### config.mk
export PLATFORM = sky130hd
export DESIGN_NAME = dm_stage
export DESIGN_NICKNAME = d
export VERILOG_FILES = /design/src/rtl/mips_pkg.sv /design/src/rtl/dm_load_align.sv /design/src/rtl/dm_stage.sv
export SDC_FILE = /design/constraint.sdc
export NUM_CORES = 1
export LEC_CHECK = 0
export ABC_AREA = 1
export BUFFER_PORTS_ARGS = -buffer_cell sky130_fd_sc_hd__buf_2
export CORE_MARGIN = 8
export CORE_UTILIZATION = 50
export CTS_BUF_LIST = sky130_fd_sc_hd__clkbuf_4 sky130_fd_sc_hd__clkbuf_8 sky130_fd_sc_hd__clkbuf_16
export DETAILED_ROUTE_END_ITERATION = 10
export GPL_TIMING_DRIVEN = 0
export PLACE_DENSITY = 0.83
export SYNTH_ARGS = -nofsm -noshare
export SYNTH_HDL_FRONTEND = slang
export SYNTH_HIERARCHICAL = 1
export SYNTH_SLANG_ARGS = --single-unit
### constraint.sdc
create_clock -name clk -period 3.9 [get_ports clk]
set_input_delay 0.195 -clock clk [delete_from_list [all_inputs] [get_ports clk]]
set_output_delay 0.195 -clock clk [all_outputs]
set_load 0.005 [all_outputs]
### src/rtl/mips_pkg.sv
// Shared MIPS definitions: memory opcodes, store-size encodings, access-size helpers.
package mips_pkg;

    localparam logic [5:0] OP_LW   = 6'h23;
    localparam logic [5:0] OP_LH   = 6'h21;
    localparam logic [5:0] OP_LHU  = 6'h25;
    localparam logic [5:0] OP_LB   = 6'h20;
    localparam logic [5:0] OP_LBU  = 6'h24;
    localparam logic [5:0] OP_SW   = 6'h2b;
    localparam logic [5:0] OP_SH   = 6'h29;
    localparam logic [5:0] OP_SB   = 6'h28;
    localparam logic [5:0] OP_HALT = 6'h3f;

    localparam logic [1:0] SZ_BYTE = 2'b00;
    localparam logic [1:0] SZ_HALF = 2'b01;
    localparam logic [1:0] SZ_WORD = 2'b10;

    // Bytes touched by a load/store opcode; 0 for anything that does not access memory.
    function automatic logic [2:0] access_size(input logic [5:0] op);
        logic [2:0] s;
        case (op)
            OP_LW, OP_SW:                s = 3'd4;
            OP_LH, OP_LHU, OP_SH:        s = 3'd2;
            OP_LB, OP_LBU, OP_SB:        s = 3'd1;
            default:                     s = 3'd0;
        endcase
        return s;
    endfunction

    function automatic logic is_load(input logic [5:0] op);
        return (op == OP_LW) || (op == OP_LH) || (op == OP_LHU) ||
               (op == OP_LB) || (op == OP_LBU);
    endfunction

    function automatic logic is_store(input logic [5:0] op);
        return (op == OP_SW) || (op == OP_SH) || (op == OP_SB);
    endfunction

endpackage

### src/rtl/dm_load_align.sv
// Load data alignment: selects the addressed byte/half of a big-endian word and extends it.
module dm_load_align
    import mips_pkg::*;
(
    input  logic [31:0] rdata,
    input  logic [1:0]  addr_lo,
    input  logic [5:0]  opcode,
    output logic [31:0] load_data
);

    logic [15:0] half_sel;
    logic [7:0]  byte_sel;

    // Byte 0 of the word sits in the top lane, so lower addresses pick higher bits.
    always_comb begin
        half_sel = addr_lo[1] ? rdata[15:0] : rdata[31:16];
        case (addr_lo)
            2'd0:    byte_sel = rdata[31:24];
            2'd1:    byte_sel = rdata[23:16];
            2'd2:    byte_sel = rdata[15:8];
            default: byte_sel = rdata[7:0];
        endcase
    end

    // Extend the selected lane according to the load flavour.
    always_comb begin
        case (opcode)
            OP_LW:   load_data = rdata;
            OP_LH:   load_data = {{16{half_sel[15]}}, half_sel};
            OP_LHU:  load_data = {16'h0000, half_sel};
            OP_LB:   load_data = {{24{byte_sel[7]}}, byte_sel};
            OP_LBU:  load_data = {24'h000000, byte_sel};
            default: load_data = 32'h0;
        endcase
    end

endmodule

### src/rtl/dm_stage.sv
// Data-memory pipeline stage: drives the sized memory interface, aligns load data,
// flags bad accesses and registers the WB-bound result.
module dm_stage
    import mips_pkg::*;
#(
    parameter int unsigned DMEM_BYTES = 1024,
    parameter int unsigned ADDR_W     = 10
) (
    input  logic              clk,
    input  logic              rst,
    input  logic [31:0]       dm_ins_i,
    input  logic [31:0]       dm_alu_i,
    input  logic [31:0]       dm_st_data_i,
    input  logic [4:0]        dm_dst_i,
    input  logic              dm_regwen_i,
    output logic [ADDR_W-1:0] RAddr_d,
    input  logic [31:0]       Rdata_d,
    output logic              Wen,
    output logic [1:0]        WSize,
    output logic [ADDR_W-1:0] WAddr_d,
    output logic [31:0]       Wdata_d,
    output logic [31:0]       WB_ins,
    output logic [31:0]       wb_data,
    output logic [4:0]        wb_dst,
    output logic              wb_regwen,
    output logic [31:0]       fwd_dm_data,
    output logic              addr_ovf,
    output logic              misalign,
    output logic              halt_req
);

    logic [5:0]  opcode;
    logic [2:0]  size;
    logic        ld;
    logic        st;
    logic        bad;
    logic [32:0] last_byte;
    logic [31:0] load_data;
    logic [31:0] wb_data_d;

    assign opcode      = dm_ins_i[31:26];
    assign fwd_dm_data = dm_alu_i;

    dm_load_align u_load_align (
        .rdata     (Rdata_d),
        .addr_lo   (dm_alu_i[1:0]),
        .opcode    (opcode),
        .load_data (load_data)
    );

    // Decode the access and check it; the end address is formed at 33 bits so a
    // wrap past 0xFFFFFFFF still reads as out of range.
    always_comb begin
        size      = access_size(opcode);
        ld        = is_load(opcode);
        st        = is_store(opcode);
        last_byte = {1'b0, dm_alu_i} + {30'b0, size} - 33'd1;
        addr_ovf  = (ld || st) && (last_byte >= 33'(DMEM_BYTES));
        misalign  = ((size == 3'd4) && (dm_alu_i[1:0] != 2'b00)) ||
                    ((size == 3'd2) && dm_alu_i[0]);
        bad       = addr_ovf || misalign;
    end

    // Memory interface; a bad store is dropped entirely.
    always_comb begin
        RAddr_d = ld ? dm_alu_i[ADDR_W-1:0] : '0;
        Wen     = 1'b0;
        WSize   = 2'b00;
        WAddr_d = '0;
        Wdata_d = 32'h0;
        if (st && !bad) begin
            Wen     = 1'b1;
            WAddr_d = dm_alu_i[ADDR_W-1:0];
            case (size)
                3'd4: begin
                    WSize   = SZ_WORD;
                    Wdata_d = dm_st_data_i;
                end
                3'd2: begin
                    WSize   = SZ_HALF;
                    Wdata_d = {16'h0000, dm_st_data_i[15:0]};
                end
                default: begin
                    WSize   = SZ_BYTE;
                    Wdata_d = {24'h000000, dm_st_data_i[7:0]};
                end
            endcase
        end
    end

    // Write-back value: aligned load data (zero when the load was suppressed) or ALU result.
    always_comb begin
        if (ld) begin
            wb_data_d = bad ? 32'h0 : load_data;
        end else begin
            wb_data_d = dm_alu_i;
        end
    end

    // DM/WB pipeline register plus the sticky halt request.
    always_ff @(posedge clk or negedge rst) begin
        if (!rst) begin
            WB_ins    <= 32'h0;
            wb_data   <= 32'h0;
            wb_dst    <= 5'h0;
            wb_regwen <= 1'b0;
            halt_req  <= 1'b0;
        end else begin
            WB_ins    <= dm_ins_i;
            wb_data   <= wb_data_d;
            wb_dst    <= dm_dst_i;
            wb_regwen <= dm_regwen_i && !bad && !st;
            if (bad) begin
                halt_req <= 1'b1;
            end
        end
    end

endmodule

==> results.json <==
{
  "grt_overflow": 0,
  "synth.avg_cell_area_um2": 6.15,
  "grt_max_degree": 72,
  "fp.dieW_um": 134,
  "max-slew-margin-rel_pct": 37.8,
  "finClkSkew_ns": 0,
  "place_ws_ns": -0.303,
  "finalCriticalPeriod_ns": 3.86,
  "grt_pass1_vias": 8106,
  "critPathCaptureType": "output port",
  "fin_ws_ns": 0.0419,
  "synth_xor_area_share_pct": 0.881,
  "worstSetupPathType": "input port to output port",
  "cp.arrival_ns": 3.66,
  "synth-simple-area-share_pct": 41.8,
  "num-nets-final": 1659,
  "grt_usage_pct": 30.4,
  "wl_mm": 29.5,
  "power.switching_mw": 0.908,
  "hold_viol": 19,
  "tns_ns": 0,
  "crit_top_cell": "nand2_1",
  "p_per_area_nw_per_um2": 266,
  "synthMuxAreaShare_pct": 0,
  "dieArea_um2": 18000,
  "synth_fa_ha_area_share_pct": 6.40,
  "synth_cells": 1133,
  "final_core_util_pct": 71.0,
  "dpl.hpwl_mm": 21.9,
  "synth_compound_area_share_pct": 7.21,
  "num_rows": 43,
  "port_buffers": 295,
  "clockPowerShare_pct": 36.5,
  "cts.path.max_buffers": 2,
  "design_area_um2": 9740,
  "finalPower_mw": 2.60,
  "status": "finished, violations left",
  "drive_gt1_share_pct": 34.6,
  "drt-wirelength-per-cell_um": 17.6,
  "post-route-period-util_pct": 98.9,
  "drt_iter0_markers": 767,
  "worstPathRequired_ns": 3.70,
  "cp_slowest_cell": "ha_1",
  "clk_latency_ns": 0.34,
  "cts_root_buffer": "clkbuf_16",
  "ys_ff_latch": 71,
  "gp_congestion": 0.955,
  "ys_types": 36,
  "syn_nets": 1304,
  "critical_path_peak_fanout": 9,
  "instances_no_fill": 1674,
  "vias": 8617,
  "violations": "negative hold slack",
  "dp_cells": 1608,
  "start_util_pct": 50.8,
  "cts_tree": "done",
  "clock_sink_count": 71,
  "seq_area_frac_synth_pct": 25.5,
  "sw_frac_of_total_pct": 35.0,
  "clk_pin_slew_worst_paths_ns": 0.07,
  "hp-class": "input port to async pin",
  "grt_pass1_wl_mm": 42.8,
  "comb_power_share_pct": 33.0,
  "fmax_mhz": 259,
  "fp.coreArea_um2": 13700,
  "finalSetupViolCount": 0,
  "syn2layout_area_growth_pct": 39.9,
  "die-height_um": 134,
  "yosysWarnings": 6,
  "max_stage_delay_ns": 0.31,
  "first_pass_iters": 9,
  "placed_area_um2": 8670,
  "ioPinCount": 296,
  "critPathLaunchType": "input port",
  "ant_nets": 0,
  "antenna_found_initial": 1,
  "netlist_area_um2": 6960,
  "worst_ir_drop_vdd_v": 0.000173,
  "drv_cap": 0,
  "numCtsBuffers": 9,
  "worstMarginPinSlew_ns": 0.932,
  "slew_violations": 0,
  "synth_top_family_by_area": "simple AND/OR/NAND/NOR gates",
  "via_per_inst": 5.15,
  "p_int_mw": 1.69,
  "h-tree-depth": 3,
  "power_frac_seq_pct": 30.4,
  "drc_errors": 0,
  "hold_ws_ns": -0.0323,
  "cellLeakagePower_nw": 6.00
}
[synth_stat cells, drive strengths merged]
cell      n  area share [%]
a22oi     1            0.11
nand2   410              23
a21o      2            0.22
fa        1            0.29
nor3      6            0.65
o211ai    2            0.29
ha       34             6.1
nand3b    2            0.22
clkbuf    7            0.38
nand3    88             7.8
nand4     9             1.0
and2      4            0.38
o21ai    46             4.9
dfrtp    71              26
inv     223              12
nor2    143             8.9
clkinv    3            0.20
buf      49             5.6
a21oi    24             1.7
xnor2     7            0.88
or2       1           0.090
[cells by family (layout without fill, tap and decap cells)]
logic type | Yosys count | count (layout)
buffers and inverters | 282 | 641
and+or+nand+nor | 663 | 664
DFF | 71 | 71
adders and majority gates | 35 | 35
AOI/OAI and AO/OA | 75 | 75
other | 0 | 1
xor gates and xnor gates | 7 | 7
[per-layer routing]
| metal | vias up | GRT usage (%) | wire length [um] |
|---|---|---|---|
| met3 | 111 | 6.84 | 2760 |
| met2 | 515 | 54.2 | 14700 |
| met4 | 0 | 13.1 | 1370 |
| met1 | 3906 | 33.9 | 10600 |
| li1 | 4085 | - | - |
| met5 | - | 0 | 0 |
[power groups by stage]
stage	clock network [mW]	logic [mW]	registers, mW
6_report	0.948	0.858	0.790
5_1_grt	0.978	0.939	0.793
4_1_cts	0.941	0.792	0.789
3_5_place_dp	0	0.754	0.801
3_3_place_gp	0	0.741	0.800
2_1_floorplan	0	0.443	0.808
[layout make-up]
type                       instances  area [um2]
tap                              180         225
inverter                         226         853
fill                            1123        3980
antenna                            1        2.50
buffer                            56         435
timing repair buffer             343        1980
clock inverter                     7         109
sequential                        71        1780
clock buffer                       9         225
multi-input combinational        781        4130
[critical path, delay by kind of cell]
family | cells | cell delay [ns]
adder cells (fa/ha/maj) | 2 | 0.59
buffers and inverters | 6 | 0.70
AND/OR/NAND/NOR | 20 | 2.15
[flip-flops by register name (all words and copies together) (netlist names)]
name / cells
wb_dst: 5
halt_req: 1
wb_regwen: 1
WB_ins: 32
wb_data: 32
[layout by cell type, fill, tap and decap left out, types with 15 or more instances in the layout]
cell	n
buf_4	49
dlygate4sd3_1	32
o21ai_2	29
inv_1	215
nor2_2	34
ha_1	31
nand2_2	19
nor2_1	102
a21oi_1	24
nand3_1	63
dfrtp_1	71
nand3_2	21
nand2_1	387
o21ai_0	15
buf_2	294
[path summary, 6_finish.rpt]
kind | from | to | slack [ns] | depth (start not counted)
max | dm_ins_i[27] | Wdata_d[21] | 0.04 | 28
max reg2reg | halt_req$_DFFE_PN0P_ | halt_req$_DFFE_PN0P_ | 3.19 | 1
min | rst | wb_dst[1]$_DFF_PN0_ | -0.03 | 1
min reg2reg | halt_req$_DFFE_PN0P_ | halt_req$_DFFE_PN0P_ | 0.47 | 1
max in group asynchronous | rst | wb_data[15]$_DFF_PN0_ | 3.30 | 1
min in group clk | dm_ins_i[30] | WB_ins[30]$_DFF_PN0_ | 0.02 | 1
[what timing repair did]
item	in CTS	in global routing
endpoints found under the setup margin	45	45
cloned	1	2
endpoints found under the hold margin	31	1
hold buffers	31	1
resized for setup	16	56
buffers inserted	3	11
pin swaps	4	28
No activity file was read; power rests on OpenSTA's default activity.
